[src/rtl/adder_8_pkg.sv]
// Shared constants for the adder_8 registered ripple-carry adder.
package adder_8_pkg;

    localparam int unsigned ADDER_8_WIDTH = 8;

    localparam logic [ADDER_8_WIDTH-1:0] ADDER_8_SUM_RST  = 8'h00;
    localparam logic                     ADDER_8_COUT_RST = 1'b0;

endpackage

[src/rtl/full_adder.sv]
// Single-bit full adder; one stage of the adder_8 ripple chain.
module full_adder (
    input  logic a,
    input  logic b,
    input  logic cin,
    output logic s,
    output logic cout
);

    assign s    = a ^ b ^ cin;
    assign cout = (a & b) | (a & cin) | (b & cin);

endmodule

[src/rtl/adder_8.sv]
// Registered 8-bit unsigned ripple-carry adder with carry-out.
// Define ADDER_8_FLAGS_EN to add registered zero and signed-overflow flags.
module adder_8
    import adder_8_pkg::*;
(
    input  logic                     i_clk,
    input  logic                     i_rst_n,
    input  logic [ADDER_8_WIDTH-1:0] i_A,
    input  logic [ADDER_8_WIDTH-1:0] i_B,
    output logic [ADDER_8_WIDTH-1:0] o_S,
`ifdef ADDER_8_FLAGS_EN
    output logic                     o_Cout,
    output logic                     o_Zero,
    output logic                     o_Ovf
`else
    output logic                     o_Cout
`endif
);

    logic [ADDER_8_WIDTH:0]   carry_c;
    logic [ADDER_8_WIDTH-1:0] sum_c;

    assign carry_c[0] = 1'b0;

    // Ripple chain: carry of stage k feeds stage k+1, last carry is Cout.
    for (genvar k = 0; k < ADDER_8_WIDTH; k++) begin : g_fa
        full_adder u_fa (
            .a    (i_A[k]),
            .b    (i_B[k]),
            .cin  (carry_c[k]),
            .s    (sum_c[k]),
            .cout (carry_c[k+1])
        );
    end

    always_ff @(posedge i_clk or negedge i_rst_n) begin
        if (!i_rst_n) begin
            o_S    <= ADDER_8_SUM_RST;
            o_Cout <= ADDER_8_COUT_RST;
        end else begin
            o_S    <= sum_c;
            o_Cout <= carry_c[ADDER_8_WIDTH];
        end
    end

`ifdef ADDER_8_FLAGS_EN
    logic zero_c;
    logic ovf_c;

    // Overflow: like-signed operands producing a result of the other sign.
    assign zero_c = (sum_c == '0);
    assign ovf_c  = (i_A[ADDER_8_WIDTH-1] == i_B[ADDER_8_WIDTH-1]) &&
                    (sum_c[ADDER_8_WIDTH-1] != i_A[ADDER_8_WIDTH-1]);

    always_ff @(posedge i_clk or negedge i_rst_n) begin
        if (!i_rst_n) begin
            o_Zero <= 1'b0;
            o_Ovf  <= 1'b0;
        end else begin
            o_Zero <= zero_c;
            o_Ovf  <= ovf_c;
        end
    end
`endif

endmodule

[config.mk]
export PLATFORM = sky130hd
export DESIGN_NAME = adder_8
export DESIGN_NICKNAME = d
export VERILOG_FILES = /design/src/rtl/adder_8_pkg.sv /design/src/rtl/full_adder.sv /design/src/rtl/adder_8.sv
export SDC_FILE = /design/constraint.sdc
export NUM_CORES = 1
export LEC_CHECK = 0
export CAP_MARGIN = 20
export CORE_AREA = 2 2 39 41
export DETAILED_ROUTE_END_ITERATION = 10
export DIE_AREA = 0 0 41 43
export PLACE_DENSITY = 0.68
export SYNTH_ARGS = -nofsm -noshare
export SYNTH_HDL_FRONTEND = slang
export SYNTH_HIERARCHICAL = 1
export SYNTH_SLANG_ARGS = --single-unit
export TNS_END_PERCENT = 100
[constraint.sdc]
create_clock -name i_clk -period 0.8 [get_ports i_clk]
set_clock_uncertainty 0.15 [all_clocks]
set_input_delay 0.16 -clock i_clk [delete_from_list [all_inputs] [get_ports i_clk]]
set_output_delay 0.16 -clock i_clk [all_outputs]
set_load 0.02 [all_outputs]
== After elaboration in Yosys (flattened, before gate mapping) ==
Index checks and enable logic that the tools add are counted.
Storage, ports and cells
  register bits: 9
  input port bits: 18
  output and inout port bits: 9
  word-level logic and storage cells: 53
Cells by class
  bitwise logic cells: 51
Operator list (number)
  1-bit bitwise AND: 22
  1-bit XOR: 15
  1-bit bitwise OR: 14

== Depth between registers and ports, before layout ==
Gate-level depths: netlist (run 1).
  word-level depth: 22
  depth in mapped cells: 8
  depth with buffers taken out: 8

== Cells and area by module ==
Netlist (run 1), hierarchy kept.
Modules (own cells, without submodules)
  adder_8: cells each 10, sequential area each 225.2 um^2, area an instance 229.0 um^2, times used 1
  full_adder: cells each 1, sequential area each 0.0 um^2, area an instance 20.0 um^2, times used 8

== Worst setup path before layout (run 1) ==
Ideal clock, no wire load.
  path type: input port to flip-flop
  start: input i_A[0]
  end: register o_S[7]
  cell stages on the path: 8
  setup slack: -2.760 ns
  required time: 0.514 ns
  path buffers: 0
  arrival: 3.275 ns
  library setup time: 0.136 ns
  path through: fa_1 fa_1 fa_1 fa_1 fa_1 fa_1 fa_1 fa_1
Between the ends
  word-level cells in the longest chain between the ends: 20
  elaborated cells on any way between the ends: 26
  classes of those cells: 26 x bitwise
Ends and longest elaborated chain
  start: declaration: RTL line adder_8.sv:8  | input logic [ADDER_8_WIDTH-1:0] i_A,
  1-bit bitwise AND (*): RTL line full_adder.sv:11  | assign cout = (a & b) | (a & cin) | (b & cin);
  1-bit bitwise AND: RTL line full_adder.sv:11
  1-bit bitwise OR: RTL line full_adder.sv:11
  1-bit bitwise OR (*): RTL line full_adder.sv:11
  net carry_c[2]: RTL line adder_8.sv:20  | logic [ADDER_8_WIDTH:0] carry_c;
  1-bit bitwise AND: RTL line full_adder.sv:11
  1-bit bitwise OR: RTL line full_adder.sv:11
  1-bit bitwise OR (*): RTL line full_adder.sv:11
  net carry_c[3]: RTL line adder_8.sv:20
  [... 3 more ...]
  net carry_c[4]: RTL line adder_8.sv:20
  [... 3 more ...]
  net carry_c[5]: RTL line adder_8.sv:20
  [... 2 more ...]
  1-bit bitwise OR (*): RTL line full_adder.sv:11
  net carry_c[6]: RTL line adder_8.sv:20
  1-bit bitwise AND: RTL line full_adder.sv:11
  1-bit bitwise OR: RTL line full_adder.sv:11
  1-bit bitwise OR (*): RTL line full_adder.sv:11
  net carry_c[7]: RTL line adder_8.sv:20
  1-bit XOR (*): RTL line full_adder.sv:10  | assign s = a ^ b ^ cin;
  net sum_c[7]: RTL line adder_8.sv:21  | logic [ADDER_8_WIDTH-1:0] sum_c;
  end signal: assignment: RTL line adder_8.sv:41  | o_S <= sum_c;
  end: declaration: RTL line adder_8.sv:10  | output logic [ADDER_8_WIDTH-1:0] o_S,
Mark *: on every way through the listed nets, which the timed path passes. The rest lies on a longest branch.

== Worst setup path in the final report (run 1) ==
  start: input i_B[0]
  end: register o_S[7]
Between the ends
  word-level cells in the longest chain between the ends: 20
  elaborated cells on any way between the ends: 26
  classes of those cells: 26 x bitwise
Ends and longest elaborated chain
  start: declaration: RTL line adder_8.sv:9  | input logic [ADDER_8_WIDTH-1:0] i_B,
  1-bit bitwise AND (*): RTL line full_adder.sv:11
  net carry_c[1]: RTL line adder_8.sv:20
  1-bit bitwise AND: RTL line full_adder.sv:11
  1-bit bitwise OR: RTL line full_adder.sv:11
  1-bit bitwise OR (*): RTL line full_adder.sv:11
  net carry_c[2]: RTL line adder_8.sv:20
  1-bit bitwise AND: RTL line full_adder.sv:11
  1-bit bitwise OR: RTL line full_adder.sv:11
  [... 1 more ...]
  net carry_c[3]: RTL line adder_8.sv:20
  [... 3 more ...]
  net carry_c[4]: RTL line adder_8.sv:20
  [... 3 more ...]
  net carry_c[5]: RTL line adder_8.sv:20
  [... 2 more ...]
  1-bit bitwise OR (*): RTL line full_adder.sv:11
  net carry_c[6]: RTL line adder_8.sv:20
  1-bit bitwise AND: RTL line full_adder.sv:11
  1-bit bitwise OR: RTL line full_adder.sv:11
  1-bit bitwise OR (*): RTL line full_adder.sv:11
  net carry_c[7]: RTL line adder_8.sv:20
  1-bit XOR (*): RTL line full_adder.sv:10
  net sum_c[7]: RTL line adder_8.sv:21
Marked as above.

==> results.yml, run 1 <==
run_status:
  status: "complete, but fails checks"
  violations: "negative setup slack"
global_routing:
  grt_usage: 0.112
  grt-ovfl-total: 0
  grt_pass1_wl_um: 1260
  grt_pass1_vias: 325
  antenna_found_initial: 0
  grt_max_degree: 10
place:
  place_ws_ps: -3080
  globalplace.congestion: 0.585
  io_buffers: 26
  placed_area_um2: 707
  dpl.cell_count: 61
synth:
  synth.distinct_cells: 3
  ys_warn_count: 6
  yosys_register_bits: 9
  ys_top_cells_by_area: "dfrtp_1 (58%), fa_1 (41%), conb_1 (0.96%)"
  synth_cells: 18
  synth_area_um2: 389
  synth_seq_area_share: 0.579
  synth.net_count: 44
  syn_area_per_cell_um2: 21.6
  yosysTopAreaCell: "dfrtp_1"
  yosysTopAreaCellShare: 0.579
final_layout:
  num-nets-final: 76
  multi_input_area_um2: 181
  area_growth_pct: 89.7
  antenna-diode-count: 0
  final_area_um2: 738
  regArea_um2: 225
  fin_util: 0.533
  layout.cells.non_filler: 65
  fill_cells: 109
  drive_gt1_frac: 0.449
clocking:
  numCtsBuffers: 3
  cts_setup_buffers: 0
  htreeDepth: 1
  ctsRootBufferMaster: "clkbuf_4"
  cts.path.max_buffers: 2
  clock_sinks: 9
  cts_tree: "built"
  clk_pin_slew_ps: 60
  cts_hold_buffers: 0
sta:
  max_clock_freq_mhz: 315
  period_needed_ps: 3180
  slew_viol_final: 0
  period_share: 3.97
  hold_viol_final: 0
  rsz0062_at_grt: "true"
  setup_viol: 17
  worst_slack_ps: -2380
pwr:
  p_total_mw: 1.41
  p_leak_nw: 0.311
  ir_worst_vdd_v: 0.000921
  p_per_area_nw_per_um2: 1910
route:
  routedWlPerCell_um: 12.5
  wirelength_um: 811
  viasPerCell: 4.03
  first_pass_iters: 1
  routed-wl-met2_um: 409
  m1WireLength_um: 301
  drt_iter0_markers: 0
  wl_met3_um: 100
  dr.max_layer_used: "met3"
  drc: 0
  ant_nets: 0
  vias: 262
worst_setup_path:
  critical_path.cell_chain: "buf_6, fa_2, fa_2, fa_2, fa_2, fa_2, fa_2, fa_2, fa_1"
  worstSetupStartpointType: "primary input"
  cp-end-kind: "register"
  critPathMaxFanout: 1
  critPathArrivalTime_ps: 3150
  cpMaxStageDelayCell: "fa_1"
  cp_common_cell: "fa_2"
  worst_ep_required_time_ps: 770
  slowest_delay_ps: 430
  criticalPathCategory: "primary input to register"
run:
  max_cap_violations: 0
floorplanning:
  die_y_um: 43
  fp-row-count: 14
  ios: 27
  coreArea_um2: 1380
  die_w_um: 41
  start_util: 0.281
  die_area_um2: 1760
hold_path:
  hp-class: "primary input to register"
## worst max-delay path: cells and delay by family
| kind | cells | cell delay (ps) |
|---|---|---|
| adder cells (fa/ha/maj) | 8 | 2890 |
| buffers and inverters | 1 | 90 |
## where the power goes
part,total (mW),internal [mW],switching [mW]
clock network,0.332,0.191,0.141
logic,0.501,0.282,0.219
registers,0.577,0.538,0.0391
total,1.41,1.01,0.399
## layout make-up
| type | count | share of cell area |
|---|---|---|
| timing repair buffer | 27 | 0.386 |
| clock buffer | 4 | 0.0356 |
| sequential | 9 | 0.305 |
| tap | 16 | 0.0271 |
| multi-input combinational | 9 | 0.246 |
## placed cells by master (no fill, tap or decap)
cell type and n:
clkbuf_4 3, buf_2 1, dlygate4sd2_1 2, dfrtp_1 9, clkbuf_1 1, buf_12 1, buf_6 10, conb_1 1
fa_1 1, fa_2 7, clkdlybuf4s50_1 13
## path summary, 6_finish.rpt
| kind | from | endpoint | slack (ps) | cells past startpoint |
|---|---|---|---|---|
| setup / recovery | i_B[0] | o_S[7] | -2380 | 9 |
| hold / removal | i_B[0] | o_S[0] | 60 | 2 |
| max in group asynchronous | i_rst_n | o_S[6] | 320 | 2 |
| min in group asynchronous | i_rst_n | o_S[1] | 80 | 2 |
## metal layers
metal / track usage / up-vias
li1: - / 115
met1: 0.115 / 123
met2: 0.200 / 24
met3: 0.0314 / 0
met4: 0.0400 / 0
met5: 0 / -
## cell families (layout without fill, tap and decap cells)
logic type,count (synthesis),after routing,synth area share
adder cells (fa/ha/maj),8,8,0.412
buffers and inverters,0,31,0
flip-flops,9,9,0.579
other,1,1,0.00964
## Yosys cell counts (all sizes together)
cell type  n
fa         8
dfrtp      9
conb       1
## timing repair
item,CTS,global route
setup endpoints to repair,18,17
gates resized for setup,65,0
pin swaps,8,7
## metrics by stage
stage	TNS [ps]	hold slack (ps)
6_report	-14230	64.3
4_1_cts	-14920	59.8
3_3_place_gp	-21140	344
2_1_floorplan	-13010	-286
5_1_grt	-14830	56.4
3_5_place_dp	-21580	344
## sequential cells by signal, summed over array words and instances, names as in the netlist
signal,cells
o_Cout,1
o_S,8
No activity file was read; power rests on OpenSTA's default activity.
==> inputs of run 2 (changes only) <==
--- a/config.mk
+++ b/config.mk
@@ -5,6 +5,7 @@
 export SDC_FILE = /design/constraint.sdc
 export NUM_CORES = 1
 export LEC_CHECK = 0
+export ABC_AREA = 1
 export CAP_MARGIN = 20
 export CORE_AREA = 2 2 39 41
 export DETAILED_ROUTE_END_ITERATION = 10
==> results of run 2 <==
The final DEF is identical to that of run 1; final timing and power are the same.
==> inputs of run 3 (changes only) <==
--- a/config.mk
+++ b/config.mk
@@ -6,11 +6,12 @@
 export NUM_CORES = 1
 export LEC_CHECK = 0
 export ABC_AREA = 1
-export CAP_MARGIN = 20
+export CAP_MARGIN = 15
 export CORE_AREA = 2 2 39 41
 export DETAILED_ROUTE_END_ITERATION = 10
 export DIE_AREA = 0 0 41 43
 export PLACE_DENSITY = 0.68
+export RECOVER_POWER = 50
 export SYNTH_ARGS = -nofsm -noshare
 export SYNTH_HDL_FRONTEND = slang
 export SYNTH_HIERARCHICAL = 1
==> run 3 against run 2 <==
  * Via count unchanged
  * Clock-buffer cell count did not move
  * Non-clock buffer count unchanged
  * Cell count unchanged
  * The flow still finishes with violations (negative setup slack)
  * Highest routed layer unchanged
  * Largest cell class unchanged
  * Sequential share of layout area up 0.63 points
  * Global-route usage is the same
  * Power down 0.75%
  * Worst hold slack about the same
==> results.yml, run 3 (synthesized netlist as in run 1, its figures left out) <==
global_routing:
  grt_max_degree: 10
  grt-ovfl-total: 0
  antenna_found_initial: 0
  grt_usage: 0.112
  grt_pass1_wl_um: 1260
  grt_pass1_vias: 325
clocking:
  cts_hold_buffers: 0
  cts.path.max_buffers: 2
  htreeDepth: 1
  cts_setup_buffers: 0
  clock_sinks: 9
  ctsRootBufferMaster: "clkbuf_4"
  clk_pin_slew_ps: 60
  numCtsBuffers: 3
  cts_tree: "built"
worst_setup_path:
  slowest_delay_ps: 430
  worstSetupStartpointType: "primary input"
  critical_path.cell_chain: "buf_6, fa_2, fa_2, fa_2, fa_2, fa_2, fa_2, fa_2, fa_1"
  criticalPathCategory: "primary input to register"
  critPathBufInv: 1
  critical_path.top_delay_family: "adder cells"
  cpMaxStageDelayCell: "fa_1"
  critPathMaxFanout: 1
  critPathArrivalTime_ps: 3150
  cp_common_cell: "fa_2"
  cp-end-kind: "register"
  worst_ep_required_time_ps: 770
final_layout:
  final_cell_mix: "clkdlybuf4s50_1 (12), buf_6 (10), dfrtp_1 (9), fa_2 (7), clkbuf_4 (3)"
  final_common_cell: "clkdlybuf4s50_1"
  reg_top3: "o_S (8), o_Cout (1)"
  fin_util: 0.523
  num-nets-final: 76
  largest_register: "o_S"
  area_growth_pct: 85.9
  largest_reg_flops: 8
  final_area_um2: 723
  drive_gt1_frac: 0.449
  antenna-diode-count: 0
sta:
  worst_slack_ps: -2380
  max_clock_freq_mhz: 315
  setup_viol: 17
  period_share: 3.97
  rsz0062_at_grt: "true"
  slew_viol_final: 0
  hold_viol_final: 0
  period_needed_ps: 3180
hold_path:
  hold_path_depth: 2
  whs_endpoint: "o_S[0]"
  min_from: "i_B[0]"
  hp-class: "primary input to register"
run:
  max_cap_violations: 0
route:
  vias: 262
  ant_nets: 0
  routedWlPerCell_um: 12.4
  drt_iter0_markers: 0
  wirelength_um: 809
  first_pass_iters: 1
  viasPerCell: 4.03
  drc: 0
pwr:
  internal_power_mw: 1.00
  seqPwrFrac: 0.412
  p_leak_nw: 0.306
  ir_worst_vdd_v: 0.000921
  switchingPower_uw: 397
  p_clk_frac: 0.237
  p_per_area_nw_per_um2: 1930
  sw_frac_of_total: 0.284
  comb_power_share: 0.350
run_status:
  violations: "negative setup slack"
  status: "complete, but fails checks"
floorplanning:
  die_y_um: 43
  die_area_um2: 1760
  coreArea_um2: 1380
  fp-row-count: 14
  die_w_um: 41
  start_util: 0.281
  ios: 27
place:
  placed_area_um2: 707
  io_buffers: 26
  globalplace.congestion: 0.585
## run 3: cell types whose count changed in the layout (fill, tap and decap cells not counted), sizes merged
| cell | change |
|---|---|
| clkbuf | +1 |
| clkdlybuf4s50 | -1 |
| dlygate4sd3 | +1 |
| buf | -1 |
## run 3: per-layer routing
layer / GRT usage / vias to the layer above / wire [um]
li1: - / 115 / -
met1: 0.115 / 123 / 300
met2: 0.200 / 24 / 408
met3: 0.0314 / 0 / 100
met4: 0.0400 / 0 / 0
met5: 0 / - / 0
## run 3: how the worst max path moves through the flow
stage | depth (start not counted) | start | slack (ps) | to
floorplan | 8 | i_A[0] | -2490 | o_S[7]
global placement | 9 | i_A[0] | -3000 | o_S[7]
detailed placement | 9 | i_A[0] | -3080 | o_S[7]
CTS | 9 | i_B[0] | -2540 | o_S[7]
global route | 9 | i_B[0] | -2440 | o_S[7]
finish | 9 | i_B[0] | -2380 | o_S[7]
## run 3: layout make-up
class                      instances  area (um^2)
clock buffer                       4         26.3
fill                             111          661
multi-input combinational          9          181
sequential                         9          225
tap                               16         20.0
timing repair buffer              27          270
## run 3: through the flow
| stage | setup WS [ps] | total power, mW | instances | hold slack, ps | setup TNS, ps |
|---|---|---|---|---|---|
| 2_1_floorplan | -2490 | 0.742 | 18 | -286 | -13010 |
| 4_1_cts | -2540 | 1.44 | 65 | 59.8 | -14920 |
| 3_3_place_gp | -3000 | 1.05 | 61 | 344 | -21140 |
| 6_report | -2380 | 1.40 | 65 | 64.4 | -14230 |
| 3_5_place_dp | -3080 | 1.07 | 61 | 344 | -21580 |
| 5_1_grt | -2440 | 1.51 | 65 | 56.4 | -14830 |
## run 3: power by group through the flow
stage / combinational, mW / sequential (mW) / clock (mW)
floorplan: 0.0654 / 0.676 / 0
global placement: 0.481 / 0.565 / 0
detailed placement: 0.499 / 0.568 / 0
CTS: 0.517 / 0.579 / 0.343
global route: 0.538 / 0.584 / 0.392
finish: 0.490 / 0.577 / 0.332
## run 3: repair_timing
action / in CTS / in global routing
endpoints found under the setup margin: 18 / 17
pin swaps: 8 / 7
gates resized for setup: 65 / 0
gates cloned: 0 / 0
